### config.mk
export PLATFORM = sky130hd
export DESIGN_NAME = audio_tone_mixer
export DESIGN_NICKNAME = d
export VERILOG_FILES = /design/src/rtl/audio_tone_mixer.sv
export SDC_FILE = /design/constraint.sdc
export NUM_CORES = 1
export LEC_CHECK = 0
export BUFFER_PORTS_ARGS = -buffer_cell sky130_fd_sc_hd__buf_2
export CAP_MARGIN = 15
export CORE_UTILIZATION = 45
export CTS_CLUSTER_DIAMETER = 50
export DETAILED_ROUTE_END_ITERATION = 16
export HOLD_SLACK_MARGIN = 0.02
export PLACE_DENSITY_LB_ADDON = 0.12
export SETUP_SLACK_MARGIN = 0.3
export SLEW_MARGIN = 15
export SYNTH_ARGS = -nofsm -noshare
export SYNTH_HDL_FRONTEND = slang
export SYNTH_SLANG_ARGS = --single-unit
### constraint.sdc
create_clock -name CLOCK_50 -period 7 [get_ports CLOCK_50]
set_input_delay 0.7 -clock CLOCK_50 [delete_from_list [all_inputs] [get_ports CLOCK_50]]
set_output_delay 0.7 -clock CLOCK_50 [all_outputs]
set_load 0.02 [all_outputs]
### src/rtl/audio_tone_mixer.sv
// audio_tone_mixer: multi-voice square-wave generator plus saturating stereo mixer
// between the codec ADC FIFO (read side) and DAC FIFO (write side).
// Latency: read at cycle T, output registered and write strobe at T+2 at the earliest.
// Backpressure: holds the sample in OUTPUT while audio_out_allowed is low; no read while pending.
//
// Ports:
//   CLOCK_50, reset (async, active-high)
//   period     : NUM_VOICES half-period fields, 0 disables a voice
//   mode       : 00 passthrough, 01 mix, 10 tones only, 11 mute
//   clip_clear : clears the sticky clip flag (wins over a same-cycle set)
//   audio_in_available / left/right_channel_audio_in / read_audio_in   : ADC FIFO side
//   audio_out_allowed / left/right_channel_audio_out / write_audio_out : DAC FIFO side
//   clip       : sticky saturation flag
module audio_tone_mixer #(
  parameter int                DATA_W     = 32,
  parameter int                NUM_VOICES = 4,
  parameter int                PERIOD_W   = 19,
  parameter logic [DATA_W-1:0] AMPLITUDE  = 32'h0FFFFFF0
) (
  input  logic                           CLOCK_50,
  input  logic                           reset,
  input  logic [NUM_VOICES*PERIOD_W-1:0] period,
  input  logic [1:0]                     mode,
  input  logic                           clip_clear,
  input  logic                           audio_in_available,
  input  logic [DATA_W-1:0]              left_channel_audio_in,
  input  logic [DATA_W-1:0]              right_channel_audio_in,
  output logic                           read_audio_in,
  input  logic                           audio_out_allowed,
  output logic [DATA_W-1:0]              left_channel_audio_out,
  output logic [DATA_W-1:0]              right_channel_audio_out,
  output logic                           write_audio_out,
  output logic                           clip
);

  // Wide enough that summing every voice plus an input sample never overflows.
  localparam int SUM_W = DATA_W + $clog2(NUM_VOICES) + 2;

  localparam logic [DATA_W-1:0]       MAX_DAT = {1'b0, {(DATA_W-1){1'b1}}};
  localparam logic [DATA_W-1:0]       MIN_DAT = {1'b1, {(DATA_W-1){1'b0}}};
  localparam logic signed [SUM_W-1:0] SAT_MAX = {{(SUM_W-DATA_W){1'b0}}, MAX_DAT};
  localparam logic signed [SUM_W-1:0] SAT_MIN = {{(SUM_W-DATA_W){1'b1}}, MIN_DAT};
  localparam logic signed [SUM_W-1:0] AMP_POS = {{(SUM_W-DATA_W){1'b0}}, AMPLITUDE};
  localparam logic signed [SUM_W-1:0] AMP_NEG = -AMP_POS;

  typedef enum logic [1:0] {IDLE, CAPTURE, OUTPUT} state_t;

  state_t state, state_nxt;

  // ---------------- voices ----------------
  logic signed [SUM_W-1:0] voice_val [NUM_VOICES];
  logic signed [SUM_W-1:0] tone_sum;

  genvar g;
  generate
    for (g = 0; g < NUM_VOICES; g++) begin : g_voice
      logic [PERIOD_W-1:0] voice_period;
      logic [PERIOD_W-1:0] cnt;
      logic                phase;

      assign voice_period = period[g*PERIOD_W +: PERIOD_W];

      // >= rather than == so a period lowered below the running count
      // toggles on the next cycle instead of wrapping the counter.
      always_ff @(posedge CLOCK_50 or posedge reset) begin
        if (reset) begin
          cnt   <= '0;
          phase <= 1'b0;
        end else if (voice_period == '0) begin
          cnt   <= '0;
          phase <= 1'b0;
        end else if (cnt >= voice_period) begin
          cnt   <= '0;
          phase <= ~phase;
        end else begin
          cnt <= cnt + 1'b1;
        end
      end

      assign voice_val[g] = (voice_period == '0) ? '0 : (phase ? AMP_POS : AMP_NEG);
    end
  endgenerate

  always_comb begin
    tone_sum = '0;
    for (int v = 0; v < NUM_VOICES; v++) begin
      tone_sum = tone_sum + voice_val[v];
    end
  end

  // ---------------- FSM ----------------
  always_ff @(posedge CLOCK_50 or posedge reset) begin
    if (reset) state <= IDLE;
    else       state <= state_nxt;
  end

  always_comb begin
    state_nxt       = state;
    read_audio_in   = 1'b0;
    write_audio_out = 1'b0;
    case (state)
      IDLE: begin
        // Gated by reset so no pop is issued while the block is held in reset.
        if (audio_in_available && audio_out_allowed && !reset) begin
          read_audio_in = 1'b1;
          state_nxt     = CAPTURE;
        end
      end
      CAPTURE: state_nxt = OUTPUT;
      OUTPUT: begin
        if (audio_out_allowed) begin
          write_audio_out = 1'b1;
          state_nxt       = IDLE;
        end
      end
      default: state_nxt = IDLE;
    endcase
  end

  // ---------------- capture ----------------
  // Mode and tone sum are latched with the sample so later changes cannot
  // disturb a sample already in flight.
  logic [DATA_W-1:0]       in_l_q, in_r_q;
  logic [1:0]              mode_q;
  logic signed [SUM_W-1:0] tone_q;

  always_ff @(posedge CLOCK_50 or posedge reset) begin
    if (reset) begin
      in_l_q <= '0;
      in_r_q <= '0;
      mode_q <= 2'b00;
      tone_q <= '0;
    end else if (read_audio_in) begin
      in_l_q <= left_channel_audio_in;
      in_r_q <= right_channel_audio_in;
      mode_q <= mode;
      tone_q <= tone_sum;
    end
  end

  // ---------------- mix and saturate ----------------
  // Returns {saturated, value}.
  function automatic logic [DATA_W:0] saturate(input logic signed [SUM_W-1:0] x);
    if (x > SAT_MAX)      return {1'b1, MAX_DAT};
    else if (x < SAT_MIN) return {1'b1, MIN_DAT};
    else                  return {1'b0, x[DATA_W-1:0]};
  endfunction

  function automatic logic signed [SUM_W-1:0] mix(input logic [DATA_W-1:0] smp,
                                                  input logic [1:0] md,
                                                  input logic signed [SUM_W-1:0] tone);
    logic signed [SUM_W-1:0] ext;
    ext = {{(SUM_W-DATA_W){smp[DATA_W-1]}}, smp};
    case (md)
      2'b00:   return ext;
      2'b01:   return ext + tone;
      2'b10:   return tone;
      default: return '0;
    endcase
  endfunction

  logic [DATA_W:0] sat_l, sat_r;

  always_comb begin
    sat_l = saturate(mix(in_l_q, mode_q, tone_q));
    sat_r = saturate(mix(in_r_q, mode_q, tone_q));
  end

  always_ff @(posedge CLOCK_50 or posedge reset) begin
    if (reset) begin
      left_channel_audio_out  <= '0;
      right_channel_audio_out <= '0;
    end else if (state == CAPTURE) begin
      left_channel_audio_out  <= sat_l[DATA_W-1:0];
      right_channel_audio_out <= sat_r[DATA_W-1:0];
    end
  end

  always_ff @(posedge CLOCK_50 or posedge reset) begin
    if (reset)                                           clip <= 1'b0;
    else if (clip_clear)                                 clip <= 1'b0;
    else if (state == CAPTURE && (sat_l[DATA_W] || sat_r[DATA_W])) clip <= 1'b1;
  end

endmodule

==> qor.yml, run 1 <==
critical_path:
  worst-path-max-fanout: 8
  start_kind: "input port"
  critical_path_class: "input port to flip-flop"
  reg2regPathDepth: 14
  cp.arrival_ns: 5.61
  cp-end-kind: "flip-flop"
  crit_required_ns: 7.41
grt:
  grt_overflow_total: 0
  grt_pass1_vias: 15100
  antenna_found_initial: 3
  grt_pass1_wl_um: 79300
  grt_util_all_layers: 0.255
  grt_max_degree: 134
synth:
  synthCells: 2060
  yosys_warnings: 0
  synth_top_area_frac: 0.346
  yosysTopAreaCell: "dfrtp_1"
  async_flop_share: 1.00
  ys_ff_latch: 238
  netlist_area_sq_mm: 0.0172
  synth_edf_count: 0
  synth-seq-area-share: 0.346
  syn_nets: 2377
  synth_top_flop_cell: "dfrtp_1"
  synth_area_leaders: "dfrtp_1 35%, ha_1 11%, nand2_1 7.6%"
  yosysUniqueCellTypes: 79
  avgSynthCellArea_sq_um: 8.36
timing:
  min_period_ns: 5.20
  finalMaxSlewViolations: 0
  rsz0062_at_grt: "false"
  hold_viol_final: 0
  setup_violations: 0
  tns_ns: 0
  max_slew_margin: 0.325
  worst_pin_slew_ns: 1.01
  fin_ws_ns: 1.80
  finalCritPeriodShare: 0.743
  max_freq_mhz: 192
  finalClockSkew_ns: 0.0153
floorplanning:
  die_area_sq_mm: 0.0390
  rows: 71
  start_util: 0.457
  die_h_um: 198
  io_pins: 214
  core_area_sq_mm: 0.0377
  fp.dieW_um: 198
pwr:
  powerDensity_mw_per_mm2: 420
  irDropWorstVdd_mv: 0.157
  power.leakage_uw: 0.00979
  finalPower_uw: 8310
hold_path:
  holdPathStages: 2
  hold_class: "input port to flip-flop"
clock_network:
  cts_tree: "done"
  path_clk_slew_ns: 0.06
  cts_max_level: 2
  cts_root_buffer: "clkbuf_16"
  cts_setup_buffers: 0
  cts_hold_buf: 0
  clock_sinks: 238
  cts.path.max_buffers: 3
  ctsResizeCount: 0
  clkLatencyLatePin_ns: 0.54
  numCtsBuffers: 35
routing:
  antenna_left: 0
  drc_errors: 0
  drtIter0Drc: 824
  vias: 15400
  wl_per_cell_um: 17.7
  totalWireLength_um: 49000
  vias_per_cell: 5.57
  first_pass_iters: 5
final_layout:
  diodes: 0
  final_common_cell: "nand2_1"
  final_cell_mix: "348 x nand2_1, 236 x dfrtp_1, 213 x buf_2, 191 x nor2_1, 171 x a21oi_1"
  drive_gt1_frac: 0.139
  final_area_sq_mm: 0.0198
  area_growth_syn_to_layout_pct: 14.9
  fin_nets: 2540
place:
  dpl.hpwl_um: 36000
  place_congestion: 0.946
  place_ws_ns: 1.19
  port_buffers: 213
  placed_area_sq_mm: 0.0186
flow_run:
  maxCapViolations: 0
status:
  status: "finished clean"
==> sequential cells by signal (all words and copies together) (netlist names) <==
register,count
clip,1
g_voice.cnt,76
g_voice.phase,4
in_l_q,32
in_r_q,32
left_channel_audio_out,32
mode_q,2
right_channel_audio_out,32
state,2
tone_q,25
==> cell type report <==
class / count / area [sq um]
Fill cell: 3736 / 17900
Multi-Input combinational cell: 1594 / 10400
Sequential cell: 238 / 5960
Timing Repair Buffer: 228 / 1190
Clock buffer: 43 / 957
Tap cell: 511 / 639
Inverter: 126 / 477
Clock inverter: 20 / 195
==> stage by stage <==
step / std cells / util / hold WS [ns]
after global routing: 2760 / 0.525 / 0.299
after global placement: 2697 / 0.495 / 0.452
final: 2760 / 0.525 / 0.311
after floorplan: 2060 / - / 0.438
after detailed placement: 2697 / 0.495 / 0.455
after CTS: 2760 / 0.525 / 0.286
==> where the power goes <==
part	switching, uW	internal [uW]	leakage [uW]
registers	460	1780	0.00295
logic	2630	1700	0.00628
clock network	676	1060	0.000563
==> worst max-delay path, cell delays in order <==
cell and delay, ns:
buf_2 0.10, nor4_1 0.31, nand4_1 0.15, or4_1 0.57, and2_1 0.26, fa_1 0.55
fa_1 0.71, inv_1 0.42, fa_1 0.25, inv_1 0.07, fa_1 0.44, fa_1 0.48
a21o_1 0.19, a21oi_1 0.16, xor2_1 0.17, o21ai_0 0.09
==> routing by layer <==
| layer | wire length, um | vias to the layer above | global-route usage | part of all wire |
|---|---|---|---|---|
| met5 | 38 | - | 0 | 0.00078 |
| met4 | 1620 | 6 | 0.0916 | 0.033 |
| met2 | 21900 | 405 | 0.405 | 0.45 |
| met3 | 2760 | 84 | 0.0504 | 0.056 |
| li1 | - | 7546 | - | - |
| met1 | 22700 | 7343 | 0.343 | 0.46 |
==> cell families after synthesis <==
family,Yosys count,synth area share
flip-flops,238,0.346
adder cells (fa/ha/maj),170,0.133
XOR/XNOR,118,0.0600
multiplexers,27,0.0159
AO/OA/AOI/OAI,504,0.191
buffers and inverters,228,0.0531
AND/OR/NAND/NOR,775,0.201
==> cell usage after synthesis (11+ instances only) <==
cell,number
nor2_1,192
fa_1,21
ha_1,149
nand4_1,40
o211ai_1,15
nand2_1,348
xnor2_1,57
o22a_1,57
dfrtp_1,238
a21oi_1,171
mux2i_1,24
a21o_1,50
nor3_1,31
and3_1,25
nor2b_1,15
o21ai_0,73
nor4_1,20
xor2_1,61
nor3b_1,11
clkbuf_1,70
buf_2,16
o21a_1,23
nand3_1,48
a31oi_1,28
a211oi_1,14
inv_1,124
nand2b_1,12
==> final timing paths <==
| kind | start | end | slack, ns |
|---|---|---|---|
| setup / recovery | period[67] | tone_q[29] | 1.80 |
| hold / removal | clip_clear | clip | 0.31 |
| setup reg to reg | tone_q[4] | left_channel_audio_out[21] | 2.74 |
| hold reg to reg | in_r_q[3] | in_r_q[3] | 0.47 |
| max in group asynchronous | reset | left_channel_audio_out[22] | 5.26 |
| min in group asynchronous | reset | right_channel_audio_out[2] | 0.39 |
Note: power is estimated with default switching activity, not from simulation.
==> run 2, diff against run 1 <==
--- a/config.mk
+++ b/config.mk
@@ -5,6 +5,7 @@
 export SDC_FILE = /design/constraint.sdc
 export NUM_CORES = 1
 export LEC_CHECK = 0
+export ABC_AREA = 1
 export BUFFER_PORTS_ARGS = -buffer_cell sky130_fd_sc_hd__buf_2
 export CAP_MARGIN = 15
 export CORE_UTILIZATION = 45
==> constraint.sdc (replaced) <==
create_clock -name CLOCK_50 -period 4.2 [get_ports CLOCK_50]
set_input_delay 0.42 -clock CLOCK_50 [delete_from_list [all_inputs] [get_ports CLOCK_50]]
set_output_delay 0.42 -clock CLOCK_50 [all_outputs]
set_load 0.02 [all_outputs]
==> qor.yml, run 2 <==
status:
  status: "finished clean"
routing:
  wl_per_cell_um: 15.6  # -12%
  drtIter0Drc: 947  # +15%
  vias: 17100  # +11%
  vias_per_cell: 5.05  # -9.4%
  antenna_left: 0  # unchanged
  first_pass_iters: 5  # unchanged
  drc_errors: 0  # unchanged
  totalWireLength_um: 52500  # +7.3%
pwr:
  pwr-share-clk: 0.183  # -0.026
  powerDensity_mw_per_mm2: 774  # +84%
  comb_power_share: 0.584  # +0.063
  finalPower_uw: 16500  # +99%
  irDropWorstVdd_mv: 0.709  # +350%
  power.leakage_uw: 0.0114  # +16%
  seqPwrFrac: 0.233  # -0.037
  switchingPower_uw: 7890  # +110%
  swShare: 0.477  # +0.0238
  p_int_uw: 8660  # +90%
clock_network:
  clkLatencyLatePin_ns: 0.55  # about the same
  path_clk_slew_ns: 0.06  # about the same
  cts_tree: "done"
  cts_max_level: 2  # unchanged
  cts.path.max_buffers: 3  # unchanged
  cts_root_buffer: "clkbuf_16"
  clock_sinks: 238  # unchanged
  numCtsBuffers: 37  # +5.7%
timing:
  tns_ns: 0  # unchanged
  setup_violations: 0  # unchanged
  finalClockSkew_ns: 0.0224  # +0.00710 ns
  max_slew_margin: 0.289  # -0.0365
  finalMaxSlewViolations: 0  # unchanged
  hold_viol_final: 0  # unchanged
  max_freq_mhz: 252
  min_period_ns: 3.97
  worst_pin_slew_ns: 1.07  # +0.0569 ns
  worst_hold_slack_ns: 0.0607  # -0.250 ns
  finalCritPeriodShare: 0.946
  rsz0062_at_grt: "true"
  fin_ws_ns: 0.226  # -1.57 ns
floorplanning:
  core_area_sq_mm: 0.0396  # +5.2%
  io_pins: 214  # unchanged
  die_h_um: 202  # +2.4%
  fp.dieW_um: 202  # +2.4%
  rows: 73  # +2.8%
  start_util: 0.456  # -0.00140
  die_area_sq_mm: 0.0409  # +4.9%
synth:
  yosysTopAreaCell: "dfrtp_1"
  yosys-top-cells-count: "805 x nand2_1, 343 x inv_1, 244 x nor2_1, 238 x dfrtp_1, 161 x a21oi_1"
  synth-seq-area-share: 0.330  # -0.0162
  synth_top_area_frac: 0.330  # -0.0162
  yosys_warnings: 0  # unchanged
  yosysUniqueCellTypes: 47  # -41%
  synth_top_flop_cell: "dfrtp_1"
  synth_area_leaders: "dfrtp_1 33%, nand2_1 17%, ha_1 10%"
  synthCells: 2553  # +24%
  async_flop_share: 1.00  # unchanged
  syn_nets: 2870  # +21%
  yosysMostFrequentCell: "nand2_1"
  ys_ff_latch: 238  # unchanged
  avgSynthCellArea_sq_um: 7.08  # -15%
  netlist_area_sq_mm: 0.0181  # +4.9%
  synth_edf_count: 0  # unchanged
critical_path:
  critical_path_class: "input port to flip-flop"
  cp_cell_sequence: "buf_6 > nor4_2 > nand3_1 > nor4_2 > nand2_1 > inv_2 > nor2_4 > fa_2 > fa_2 > ha_4 > a211o_1 > nand2_2 > inv_2 > fa_2 > buf_6 > fa_1 > nand2_1 > nand2_1"
  slowest_stage: "fa_2"
  cp-end-kind: "flip-flop"
  r2r_start: "g_voice[3].phase"
  crit_required_ns: 4.64  # -2.77 ns
  start_kind: "input port"
  reg2regPathDepth: 13  # -1
  cpPeakStageDelay_ns: 0.68  # -0.03 ns
  worst-path-max-fanout: 4  # -4
  r2r_slack_ns: 0.62  # -2.12 ns
  cp_num_buf_inv: 4  # +1
  cp.arrival_ns: 4.42  # -1.19 ns
  crit_family: "adder cells"
  timing.rr.end: "tone_q[16]"
grt:
  grt_pass1_wl_um: 85700  # +8.1%
  grt_overflow_total: 0  # unchanged
  grt_util_all_layers: 0.263  # +0.00783
  antenna_found_initial: 0  # -3
  grt_max_degree: 158  # +18%
  grt_pass1_vias: 17100  # +13%
final_layout:
  regMostFlops: "g_voice.cnt"
  largest_register_ff_count: 76  # unchanged
  final_cell_mix: "804 x nand2_1, 336 x inv_1, 242 x nor2_1, 238 x dfrtp_1, 212 x buf_2"
  final_common_cell: "nand2_1"
  drive_gt1_frac: 0.183  # +0.0440
  fin_nets: 3144  # +24%
  area_growth_syn_to_layout_pct: 18.3
  diodes: 0  # unchanged
  final_area_sq_mm: 0.0214  # +8.0%
place:
  port_buffers: 213  # unchanged
  place_ws_ns: -0.495  # -1.68 ns
  dpl.hpwl_um: 40300  # +12%
  placed_area_sq_mm: 0.0200  # +7.4%
  place_congestion: 0.936  # -1.1%
hold_path:
  hold_path_end: "in_r_q[15]"
  hold_class: "input port to flip-flop"
  holdCritStartpoint: "right_channel_audio_in[15]"
  holdPathStages: 3  # +1
flow_run:
  maxCapViolations: 0  # unchanged
-- run 2: changes by cell type after synthesis, sizes merged, moves of 20 or more --
cell and change:
xor2 -31, a21o -47, a21oi +20, o21a -20, nand3 +99, clkbuf -31, inv +226, a31oi -21
nand2 +480, mux2i -24, and3 -23, nor2 +91, xnor2 -43, o22a -57
-- run 2: cells by family after synthesis --
kind of cell,after synthesis,synth area share
buffers and inverters,406,0.0921
adder cells (fa/ha/maj),170,0.126
AO/OA/AOI/OAI,323,0.104
AND/OR/NAND/NOR,1372,0.327
XOR/XNOR,44,0.0213
flip-flops,238,0.330
-- run 2: repair_timing --
item,4_1_cts,5_1_grt
pin swaps,5,20
hold buffers,2,0
hold endpoints to repair,16,0
endpoints found under the setup margin,8,8
buffers inserted,0,3
gates resized for setup,7,24
-- run 2: cell type report --
class | instances | area (sq um)
Fill cell | 3935 | 18300
Multi-Input combinational cell | 1909 | 10600
Sequential cell | 238 | 5960
Timing Repair Buffer | 288 | 1660
Inverter | 353 | 1340
Clock buffer | 42 | 985
Tap cell | 525 | 657
Clock inverter | 22 | 223
-- run 2: tightest hold or removal path, delay by kind of cell --
| family | cells | cell delay [ns] |
|---|---|---|
| buf+inv | 1 | 0.07 |
| simple gates | 2 | 0.09 |
-- run 2: metrics by stage --
stage | std cells | util
3_3_place_gp | 3308 | 0.505
2_1_floorplan | 2553 | -
3_5_place_dp | 3308 | 0.505
6_report | 3377 | 0.539
4_1_cts | 3374 | 0.536
5_1_grt | 3377 | 0.539
-- run 2: power by group through the flow --
| stage | logic [uW] | registers [uW] | clock network, uW |
|---|---|---|---|
| 3_5_place_dp | 9130 | 3890 | 0 |
| 3_3_place_gp | 8930 | 3850 | 0 |
| 5_1_grt | 11000 | 3940 | 3190 |
| 6_report | 9660 | 3850 | 3030 |
| 2_1_floorplan | 6210 | 3940 | 0 |
| 4_1_cts | 9230 | 3850 | 3100 |
-- run 2: worst max-delay path by stage --
stage          depth (start not counted)          to        from  slack, ns
6_report                              18  tone_q[16]  period[46]       0.23
5_1_grt                               18  tone_q[16]  period[38]       0.03
4_1_cts                               17  tone_q[28]  period[56]       0.27
3_5_place_dp                          17  tone_q[28]  period[70]      -0.49
3_3_place_gp                          17  tone_q[28]  period[70]      -0.47
2_1_floorplan                          6  tone_q[33]       reset      -1.53
-- run 2: per-layer routing --
| metal | vias up | share of wire | global-route usage |
|---|---|---|---|
| li1 | 8721 | - | - |
| met4 | 0 | 0.037 | 0.102 |
| met3 | 88 | 0.046 | 0.0422 |
| met1 | 7886 | 0.45 | 0.333 |
| met2 | 365 | 0.47 | 0.446 |
| met5 | - | 0 | 0 |
==> run 3, diff against run 2 <==
==> constraint.sdc (replaced) <==
create_clock -name CLOCK_50 -period 4.2 [get_ports CLOCK_50]
set_input_delay 1.26 -clock CLOCK_50 [delete_from_list [all_inputs] [get_ports CLOCK_50]]
set_output_delay 1.26 -clock CLOCK_50 [all_outputs]
set_load 0.02 [all_outputs]
==> qor.yml, run 3 (same netlist as run 2, synthesis figures left out) <==
final_layout:
  final_cell_mix: "803 x nand2_1, 334 x inv_1, 240 x nor2_1, 238 x dfrtp_1, 209 x buf_2"
  largest_register_ff_count: 76  # unchanged
  regMostFlops: "g_voice.cnt"
  diodes: 0  # unchanged
  instances_no_fill: 3412  # +1.0%
  drive_gt1_frac: 0.197  # +0.0144
  n_fill_cell: 3980  # +1.1%
  area_growth_syn_to_layout_pct: 20.6
  final_common_cell: "nand2_1"
  final_area_sq_mm: 0.0218  # +1.9%
  fin_nets: 3178  # +1.1%
routing:
  wl_per_cell_um: 15.4  # -1.0%
  antenna_left: 0  # unchanged
  highest-signal-layer: "met5"
  vias: 17200  # +0.71%
  met2_length_um: 24700  # +0.64%
  met1Wirelength_um: 23000  # -3.1%
  drc_errors: 0  # unchanged
  vias_per_cell: 5.04  # -0.32%
  first_pass_iters: 5  # unchanged
  totalWireLength_um: 52500  # about the same
  met3_wirelength_um: 2860  # +19%
  drtIter0Drc: 835  # -12%
flow_run:
  maxCapViolations: 0  # unchanged
pwr:
  power.leakage_uw: 0.0116  # +1.7%
  irDropWorstVdd_mv: 0.839  # +18%
  powerDensity_mw_per_mm2: 811  # +4.8%
clock_network:
  cts_max_level: 2  # unchanged
  clock_sinks: 238  # unchanged
  numCtsBuffers: 38  # +2.7%
  cts.path.max_buffers: 3  # unchanged
  path_clk_slew_ns: 0.05  # about the same
  cts_root_buffer: "clkbuf_16"
  clkLatencyLatePin_ns: 0.55  # about the same
  cts_tree: "done"
critical_path:
  cp_cell_sequence: "buf_8 > nor4_4 > nand3_1 > nor4_2 > nand2_1 > inv_2 > nor2_4 > fa_2 > fa_1 > ha_2 > inv_2 > fa_2 > inv_2 > fa_2 > fa_2 > fa_1 > nand2_1 > nand2_1"
  cp_common_cell: "fa_2"
  slowest_stage: "fa_2"
  r2r_slack_ns: 0.71  # +0.09 ns
  cpPeakStageDelay_ns: 0.57  # -0.11 ns
  cp-end-kind: "flip-flop"
  cp.arrival_ns: 5.08  # +0.66 ns
  worst-path-max-fanout: 2  # -2
  crit_required_ns: 4.68  # +0.04 ns
  start_kind: "input port"
  critical_path_class: "input port to flip-flop"
floorplanning:
  die_area_sq_mm: 0.0409  # unchanged
  io_pins: 214  # unchanged
  start_util: 0.456  # unchanged
  fp.dieW_um: 202  # unchanged
  core_area_sq_mm: 0.0396  # unchanged
  die_h_um: 202  # unchanged
  rows: 73  # unchanged
status:
  status: "finished, violations left"
  violations: "negative setup slack"
grt:
  antenna_found_initial: 2  # +2
  grt_pass1_vias: 16900  # -0.67%
  grt_max_degree: 81  # -49%
  grt_pass1_wl_um: 84800  # -1.0%
  grt_util_all_layers: 0.260  # -0.00268
  grt_overflow_total: 0  # unchanged
timing:
  hold_viol_final: 0  # unchanged
  finalClockSkew_ns: 0.0111  # -0.0113 ns
  max_slew_margin: 0.369  # +0.0803
  fin_ws_ns: -0.403  # -0.629 ns
  rsz0062_at_grt: "true"
  max_freq_mhz: 217  # -14%
  worst_pin_slew_ns: 0.947  # -0.121 ns
  finalCritPeriodShare: 1.10  # +0.150
  min_period_ns: 4.60  # +0.629 ns
  setup_violations: 14  # +14
  finalMaxSlewViolations: 0  # unchanged
place:
  dp.cells: 3342  # +1.0%
  port_buffers: 213  # unchanged
  placed_area_sq_mm: 0.0203  # +1.3%
  place_ws_ns: -1.33  # -0.836 ns
  dpl.hpwl_um: 40200  # -0.13%
  place_congestion: 0.944  # +0.82%
hold_path:
  hold_class: "flip-flop to flip-flop"
[run 3: cell count changes in the layout (fill, tap and decap cells not counted), moves of 4 or more]
cell	delta
a21oi_2	+5
buf_6	+4
fa_2	+5
o21ai_0	-11
buf_4	+33
fa_1	-5
a21oi_1	-5
clkbuf_1	+5
clkinv_2	-4
o21ai_1	+10
[run 3: through the flow]
step                total power (uW)  hold WS, ns  utilization  setup TNS (ns)
finish                         17700        0.478        0.549           -2.94
global route                   19200        0.502        0.549           -5.69
CTS                            17300        0.480        0.547           -3.04
detailed placement             13500        0.465        0.511          -20.53
global placement               13200        0.462        0.511          -19.41
floorplan                      10200        0.449            -         -254.51
[run 3: final timing paths]
path | to | cells after the start | from
setup reg to reg | tone_q[19] | 13 | g_voice[1].phase
min in group asynchronous | tone_q[35] | 3 | reset
hold reg to reg | in_r_q[1] | 2 | in_r_q[1]
hold / removal | in_r_q[1] | 2 | in_r_q[1]
setup / recovery | tone_q[19] | 18 | period[56]
max in group asynchronous | g_voice[3].cnt[3] | 4 | reset
[run 3: final cells by class]
type	count	area [sq um]	share of cell area
inverter	353	1340	0.0615
clock inverter	16	201	0.00925
sequential	238	5960	0.274
multi-input combinational	1909	10600	0.488
clock buffer	50	1070	0.0490
timing repair buffer	321	1930	0.0886
tap	525	657	0.0302
[run 3: timing repair]
| item | CTS | global route |
|---|---|---|
| pin swaps | 10 | 13 |
| setup endpoints to repair | 23 | 23 |
| hold buffers | 0 | 0 |
| buffers inserted | 3 | 1 |
| endpoints found under the hold margin | 0 | 0 |
| resized for setup | 42 | 28 |
[run 3: where the power goes]
| part | total, uW | internal (uW) | switching, uW |
|---|---|---|---|
| sequential | 3820 | 3050 | 779 |
| combinational | 10700 | 4390 | 6280 |
| clock | 3170 | 1990 | 1180 |
| total | 17700 | 9430 | 8240 |
[run 3: layer usage]
metal | GRT usage | vias to the layer above
met4 | 0.110 | 4
li1 | - | 8781
met5 | 0 | -
met1 | 0.330 | 7908
met2 | 0.441 | 389
met3 | 0.0374 | 99
[run 3: worst max-delay path, delay by kind of cell]
family / cells / cell delay [ns]
buffers and inverters: 4 / 0.31
AND/OR/NAND/NOR: 7 / 0.88
adder cells (fa/ha/maj): 7 / 2.61
